==> config.mk <==
export PLATFORM = sky130hd
export DESIGN_NAME = fifo_wr_arbiter_flat
export DESIGN_NICKNAME = d
export VERILOG_FILES = /design/src/rtl/fifo_wr_arbiter_pkg.sv /design/src/rtl/fifo_wr_arbiter_if.sv /design/src/rtl/fifo_wr_arbiter_pick.sv /design/src/rtl/fifo_wr_arbiter.sv /design/src/flat_wrapper.sv
export SDC_FILE = /design/constraint.sdc
export NUM_CORES = 1
export LEC_CHECK = 0
export CORE_MARGIN = 2
export CORE_UTILIZATION = 42
export CTS_CLUSTER_SIZE = 12
export DETAILED_ROUTE_END_ITERATION = 7
export GPL_TIMING_DRIVEN = 0
export PLACE_DENSITY = 0.87
export SYNTH_ARGS = -nofsm -noshare
export SYNTH_HDL_FRONTEND = slang
export SYNTH_HIERARCHICAL = 1
export SYNTH_SLANG_ARGS = --single-unit
==> constraint.sdc <==
create_clock -name clk -period 4.5 [get_ports clk]
set_input_delay 0.9 -clock clk [delete_from_list [all_inputs] [get_ports clk]]
set_output_delay 0.9 -clock clk [all_outputs]
set_load 0.005 [all_outputs]
==> src/rtl/fifo_wr_arbiter_pkg.sv <==
// Shared types and helpers for the round-robin FIFO write-port arbiter.
package fifo_arb_pkg;

    typedef enum logic {
        ARB_IDLE,
        ARB_BURST
    } arb_state_e;

    // Index width that never collapses to zero bits for tiny counts.
    function automatic int clog2_min1(input int n);
        return (n <= 2) ? 1 : $clog2(n);
    endfunction

endpackage

==> src/rtl/fifo_wr_arbiter_if.sv <==
// Producer handshakes plus FIFO write port, seen from the arbiter (master) and its surroundings (slave).
interface fifo_wr_arbiter_if #(
    parameter int N_REQ = 4,
    parameter int WIDTH = 4
);
    localparam int IDX_W = fifo_arb_pkg::clog2_min1(N_REQ);

    logic [N_REQ-1:0]       req_valid;
    logic [N_REQ*WIDTH-1:0] req_data;
    logic [N_REQ-1:0]       req_ready;
    logic                   full;
    logic [WIDTH-1:0]       write_data;
    logic                   write_enable;
    logic [IDX_W-1:0]       grant_id;
    logic                   busy;

    modport master (
        input  req_valid, req_data, full,
        output req_ready, write_data, write_enable, grant_id, busy
    );

    modport slave (
        output req_valid, req_data, full,
        input  req_ready, write_data, write_enable, grant_id, busy
    );
endinterface

==> src/rtl/fifo_wr_arbiter_pick.sv <==
// Combinational rotate-priority encoder: first masked request after `last`, wrapping, `last` lowest.
module rr_priority_pick
    import fifo_arb_pkg::*;
#(
    parameter  int N_REQ = 4,
    localparam int IDX_W = clog2_min1(N_REQ)
) (
    input  logic [N_REQ-1:0] req,
    input  logic [N_REQ-1:0] mask,
    input  logic [IDX_W-1:0] last,
    output logic [IDX_W-1:0] pick,
    output logic             any
);

    logic [N_REQ-1:0] req_m;
    logic [IDX_W-1:0] cand;

    assign req_m = req & mask;

    // NOTE: every output gets a default before the loop, so no latch is inferred.
    always_comb begin
        pick = '0;
        any  = 1'b0;
        cand = '0;
        for (int off = 1; off <= N_REQ; off++) begin
            cand = IDX_W'((int'(last) + off) % N_REQ);
            if (!any && req_m[cand]) begin
                any  = 1'b1;
                pick = cand;
            end
        end
    end

endmodule

==> src/rtl/fifo_wr_arbiter.sv <==
// Round-robin arbiter sharing one FIFO write port among N_REQ producers, bursts of up to MAX_BURST beats.
module fifo_wr_arbiter
    import fifo_arb_pkg::*;
#(
    parameter int N_REQ     = 4,
    parameter int WIDTH     = 4,
    parameter int MAX_BURST = 2
) (
    input logic             clk,
    input logic             rst,
    fifo_wr_arbiter_if.master bus
);

    localparam int IDX_W = clog2_min1(N_REQ);
    localparam int CNT_W = clog2_min1(MAX_BURST + 1);
    localparam logic [IDX_W-1:0] LAST_RST  = IDX_W'(N_REQ - 1);
    localparam logic [CNT_W-1:0] BEAT_LAST = CNT_W'(MAX_BURST - 1);

    arb_state_e       state;
    logic [IDX_W-1:0] owner;
    logic [IDX_W-1:0] last;
    logic [CNT_W-1:0] beat_cnt;

    logic [N_REQ-1:0] owner_oh;
    logic [N_REQ-1:0] pick_mask;
    logic [IDX_W-1:0] pick;
    logic             any;
    logic             owner_valid;
    logic             xfer;
    logic             release_burst;
    logic [WIDTH-1:0] owner_data;

    always_comb begin
        owner_oh        = '0;
        owner_oh[owner] = 1'b1;
    end

    assign owner_valid   = bus.req_valid[owner];
    assign xfer          = (state == ARB_BURST) && owner_valid && !bus.full;
    assign release_burst = (xfer && (beat_cnt == BEAT_LAST)) || !owner_valid;

    // A releasing owner that has gone idle must not win its own handoff.
    assign pick_mask = ((state == ARB_BURST) && !owner_valid) ? ~owner_oh : '1;

    rr_priority_pick #(.N_REQ(N_REQ)) u_pick (
        .req  (bus.req_valid),
        .mask (pick_mask),
        .last (last),
        .pick (pick),
        .any  (any)
    );

    always_comb begin
        owner_data = bus.req_data[WIDTH-1:0];
        for (int i = 0; i < N_REQ; i++) begin
            if (owner == IDX_W'(i)) owner_data = bus.req_data[i*WIDTH +: WIDTH];
        end
    end

    // Handshake stays combinational so the FIFO and the producer see the same beat at the same edge.
    assign bus.req_ready    = xfer ? owner_oh : '0;
    assign bus.write_enable = xfer;
    assign bus.write_data   = owner_data;
    assign bus.grant_id     = owner;
    assign bus.busy         = (state == ARB_BURST);

    // NOTE: state registers use non-blocking assignments so every update in this block sees pre-edge values.
    always_ff @(posedge clk or posedge rst) begin
        if (rst) begin
            state    <= ARB_IDLE;
            owner    <= '0;
            last     <= LAST_RST;
            beat_cnt <= '0;
        end else begin
            case (state)
                ARB_IDLE: begin
                    if (any) begin
                        state    <= ARB_BURST;
                        owner    <= pick;
                        last     <= pick;
                        beat_cnt <= '0;
                    end
                end
                ARB_BURST: begin
                    if (release_burst) begin
                        if (any) begin
                            owner    <= pick;
                            last     <= pick;
                            beat_cnt <= '0;
                        end else begin
                            state <= ARB_IDLE;
                        end
                    end else if (xfer) begin
                        beat_cnt <= beat_cnt + 1'b1;
                    end
                end
                default: state <= ARB_IDLE;
            endcase
        end
    end

endmodule

==> src/flat_wrapper.sv <==
// flat-port wrapper written by rule: the top's interface ports become plain ports
module fifo_wr_arbiter_flat import fifo_arb_pkg::*;
#(
    parameter int N_REQ     = 4,
    parameter int WIDTH     = 4,
    parameter int MAX_BURST = 2
)
  (clk, rst, bus_req_valid, bus_req_data, bus_full, bus_req_ready, bus_write_data, bus_write_enable, bus_grant_id, bus_busy);
  fifo_wr_arbiter_if #(.N_REQ(N_REQ), .WIDTH(WIDTH)) bus_i ();
  input logic clk;
  input logic rst;
  input wire logic [$bits(bus_i.req_valid)-1:0] bus_req_valid;
  input wire logic [$bits(bus_i.req_data)-1:0] bus_req_data;
  input wire logic [$bits(bus_i.full)-1:0] bus_full;
  output wire logic [$bits(bus_i.req_ready)-1:0] bus_req_ready;
  output wire logic [$bits(bus_i.write_data)-1:0] bus_write_data;
  output wire logic [$bits(bus_i.write_enable)-1:0] bus_write_enable;
  output wire logic [$bits(bus_i.grant_id)-1:0] bus_grant_id;
  output wire logic [$bits(bus_i.busy)-1:0] bus_busy;
  assign bus_i.req_valid = bus_req_valid;
  assign bus_i.req_data = bus_req_data;
  assign bus_i.full = bus_full;
  assign bus_req_ready = bus_i.req_ready;
  assign bus_write_data = bus_i.write_data;
  assign bus_write_enable = bus_i.write_enable;
  assign bus_grant_id = bus_i.grant_id;
  assign bus_busy = bus_i.busy;
  fifo_wr_arbiter #(.N_REQ(N_REQ), .WIDTH(WIDTH), .MAX_BURST(MAX_BURST)) u_core (.clk(clk), .rst(rst), .bus(bus_i));
endmodule
==> run_results.csv <==
group,metric,value,unit
timing,timing.final.crit_share,80.18,%
power,power_report.internal_total,0.3489,mW
cts,cts.root.buffer_cell,"sky130_fd_sc_hd__clkbuf_4",
floorplanning,die_width,44.37,um
timing,setup_repair_after_global_routing_missed_its_margin,"no",
route,wirelength_met1,665,um
route,drt-vias-per-instance,5.642,
run,cap_viol_max_count,0,
timing,finalHoldViolCount,0,
final_layout,areaGrowthSynthToFinish,55.03,%
power,leakagePower,0.4105,nW
synth,async_reset_ff_share,100.0,%
route,highest_signal_layer_in_the_routed_design,"met3",
cts,clk_latency,0.25,ns
floorplanning,floorplan.initialDensity,44.91,%
timing,period_needed,3.608,ns
synth,synth_enable_flop_cells,0,
critical_path,cpMaxStageDelayCell,"sky130_fd_sc_hd__clkdlybuf4s50_1",
route,post-route-drc-count,0,
cts,tritoncts,"built",
hold_path,min_path_type,"flop to flop",
timing,maxClockFrequency,277.2,MHz
critical_path,timing.critical_path.cells,"clkdlybuf4s50_1, mux2i_1, nor2_1, nor4bb_1, clkdlybuf4s50_1",
global_routing,grt_first_pass_wirelength,2.697,mm
cts,clock_tree.buffer_depth,2,
route,wl_met3,88,um
synth,postSynthAreaPerCell,10.22,um2
synth,synth_area,684.4,um2
critical_path,critPathMaxStageDelay,0.60,ns
global_routing,globalRouteTotalUtil,18.67,%
placement,io_buffers,33,
power,share_seq_of_total_power,23.6,%
status,outcome,"finished, final reports clean",
timing,skew,0.004867,ns
final_layout,final_net_count,129,
critical_path,timing.critical_path.from_type,"input port",
power,share_comb_of_total_power,66.6,%
power,cellPowerDensity,528.7,nW/um2
synth,post_synth_most_frequent_cells,"7 x sky130_fd_sc_hd__nand2_1, 5 x sky130_fd_sc_hd__dfrtp_1",
floorplanning,die-height,44.37,um
critical_path,worstPathBufferInverterCount,2,
synth,synth.top_cell.area_share,18.28,%
floorplanning,core,1524,um2
global_routing,grt_antenna_before_repair,0,
floorplanning,pin_count,35,
cts,tritoncts.num_buffers,3,
route,detail_route.first_pass.iterations,4,
route,met2_length,937,um
power,p_clk_share,9.8,%
critical_path,cp_data_required_time,3.60,ns
final_layout,filler_cell_count,114,
synth,synth.yosys.seq_area_share,25.96,%
critical_path,setup.worst_path.end_class,"primary output",
global_routing,grt_start_max_net_pins,11,
cts,post_cts_sizing_count,0,
floorplanning,fp-row-count,14,
final_layout,finalNonFillerCells,120,
timing,final.setup.tns,0,ns
floorplanning,die-area,1968,um2
timing,worst_slew_pin_slew,0.4332,ns
timing,setup_viol,0,
synth,ys_types,34,
synth,synth_cells,67,
route,dr.first_iter.drc_count,2,
placement,dpl.hpwl,1.414,mm
power,p_sw,0.2121,mW
synth,synthTopCellsByArea,"sky130_fd_sc_hd__dfrtp_1 18%, sky130_fd_sc_hd__mux4_2 13%, sky130_fd_sc_hd__dfstp_2 7.7%, sky130_fd_sc_hd__mux2_1 6.6%, sky130_fd_sc_hd__a2bb2oi_4 3.8%",
final_layout,antennaDiodeCount,0,
synth,netlist.top_cell.by_area,"sky130_fd_sc_hd__dfrtp_1",
synth,mappedNetlistNets,91,
placement,placed_cells_incl_taps,116,
critical_path,peak_fanout_along_the_critical_path,5,
global_routing,globalRoute.totalOverflow,0,
synth,postSynth.topFlopCell,"sky130_fd_sc_hd__dfrtp_1",
route,post_drt_wl_per_cell,14.08,um
cts,clk_transition_reported_paths,0.05,ns
cts,clkSinkCount,7,
critical_path,critical-path-top-delay-family,"buffers and inverters",
cts,cts.hold.buffers_added,0,
final_layout,layout-drive-gt1-share,14.42,%
placement,gp_congestion,0.6882,
synth,synth_warnings,6,
global_routing,grt_pass1_vias,667,
critical_path,worstPathArrival,2.71,ns
synth,synth_seq_cells,7,
critical_path,critical_path_class,"input port to primary output",
power,power.switching_fraction,37.80,%
cts,cts.htree.levels,1,
route,drt_wl_total,1.690,mm
synth,post-synth-top-count-cell,"sky130_fd_sc_hd__nand2_1",
route,antenna_left,0,
timing,slew-limit-headroom,71.12,%
route,routed-via-count,677,
power,ir_worst_vdd,323.2,uV
cts,cts_setup_buffers,0,
timing,slew_viol_final,0,
critical_path,critical-path-top-cell-by-count,"sky130_fd_sc_hd__clkdlybuf4s50_1",
worst min-delay path, stage by stage (launching register included):
cell and delay (ns):
sky130_fd_sc_hd__dfrtp_1 0.37, sky130_fd_sc_hd__inv_1 0.07, sky130_fd_sc_hd__o21ai_0 0.08
power groups by stage:
stage / combinational, mW / sequential [mW] / clock (mW)
after floorplan: 0.243 / 0.126 / 0
after global placement: 0.363 / 0.131 / 0
after detailed placement: 0.377 / 0.132 / 0
after CTS: 0.377 / 0.131 / 0.0574
after global routing: 0.404 / 0.137 / 0.0623
final: 0.374 / 0.132 / 0.0548
metrics by stage:
stage	power (mW)	setup WS (ns)	instance area [um2]	hold slack [ns]	utilization, %
2_1_floorplan	0.3687	2.138	684.4	0.5323	-
3_3_place_gp	0.4943	0.9883	1035	0.5751	67.90
3_5_place_dp	0.5094	0.8820	1035	0.5629	67.90
4_1_cts	0.5658	0.8724	1061	0.5706	69.62
5_1_grt	0.6030	0.8186	1061	0.5951	69.62
6_report	0.5610	0.8919	1061	0.5743	69.62
layer usage:
layer	GRT usage (%)	up-vias
met3	4.490	0
met2	35.88	18
met5	0	-
li1	-	336
met4	6.667	0
met1	19.33	323
cell usage in the layout (no fill, tap or decap), drive strengths merged:
cell           Yosys  routed
or3                3       3
a2bb2oi            1       1
nor2b              2       2
o22ai              1       1
and3               1       1
and4b              1       1
nand2              8       8
dfstp              2       2
a221o              1       1
mux2i              1       1
a21o               2       2
and2               1       1
dfrtp              5       5
a221oi             1       1
nor2               4       4
a22o               2       2
clkbuf             1       5
inv                4       4
ha                 1       1
o31ai              1       1
buf                2       2
o21ai              5       5
mux2               5       5
nor4bb             1       1
a311oi             1       1
mux4               4       4
clkdlybuf4s50      0      33
nand4b             2       2
nand3b             2       2
nor4b              1       1
nor4               1       1
state kept, by name, indices dropped and copies added, names as in the netlist:
name,cells
u_core/last,2
u_core/beat_cnt,2
u_core/bus.grant_id,2
u_core/bus.busy,1
worst paths after layout:
kind	startpoint	endpoint	slack, ns	cells past startpoint
max in group asynchronous	rst	u_core/last[1]	3.35	2
worst max register to register	u_core/bus.grant_id[1]	u_core/bus.grant_id[0]	2.37	6
worst min-delay path	u_core/beat_cnt[1]	u_core/beat_cnt[1]	0.57	2
worst min register to register	u_core/beat_cnt[1]	u_core/beat_cnt[1]	0.57	2
worst max-delay path	bus_req_valid[3]	bus_req_ready[1]	0.89	5
min in group asynchronous	rst	u_core/bus.grant_id[0]	0.88	2
final cells by class:
cell class              count  area (um2)  area share [%]
clock buffers               4       26.28           2.476
multi-input cells          53       479.2           45.17
well taps                  16       20.02           1.887
flip-flops and latches      7       177.7           16.75
plain buffers               3       12.51           1.179
inverters                   4       15.01           1.415
repair buffers             33       330.3           31.13
logic make-up after synthesis:
logic type / synth area share, %
flip-flops: 25.96
buffers and inverters: 4.020
adder cells (fa/ha/maj): 1.828
AND/OR/NAND/NOR: 23.95
multiplexers: 23.40
AO/OA/AOI/OAI: 20.84
No activity file was read; power rests on OpenSTA's default activity.
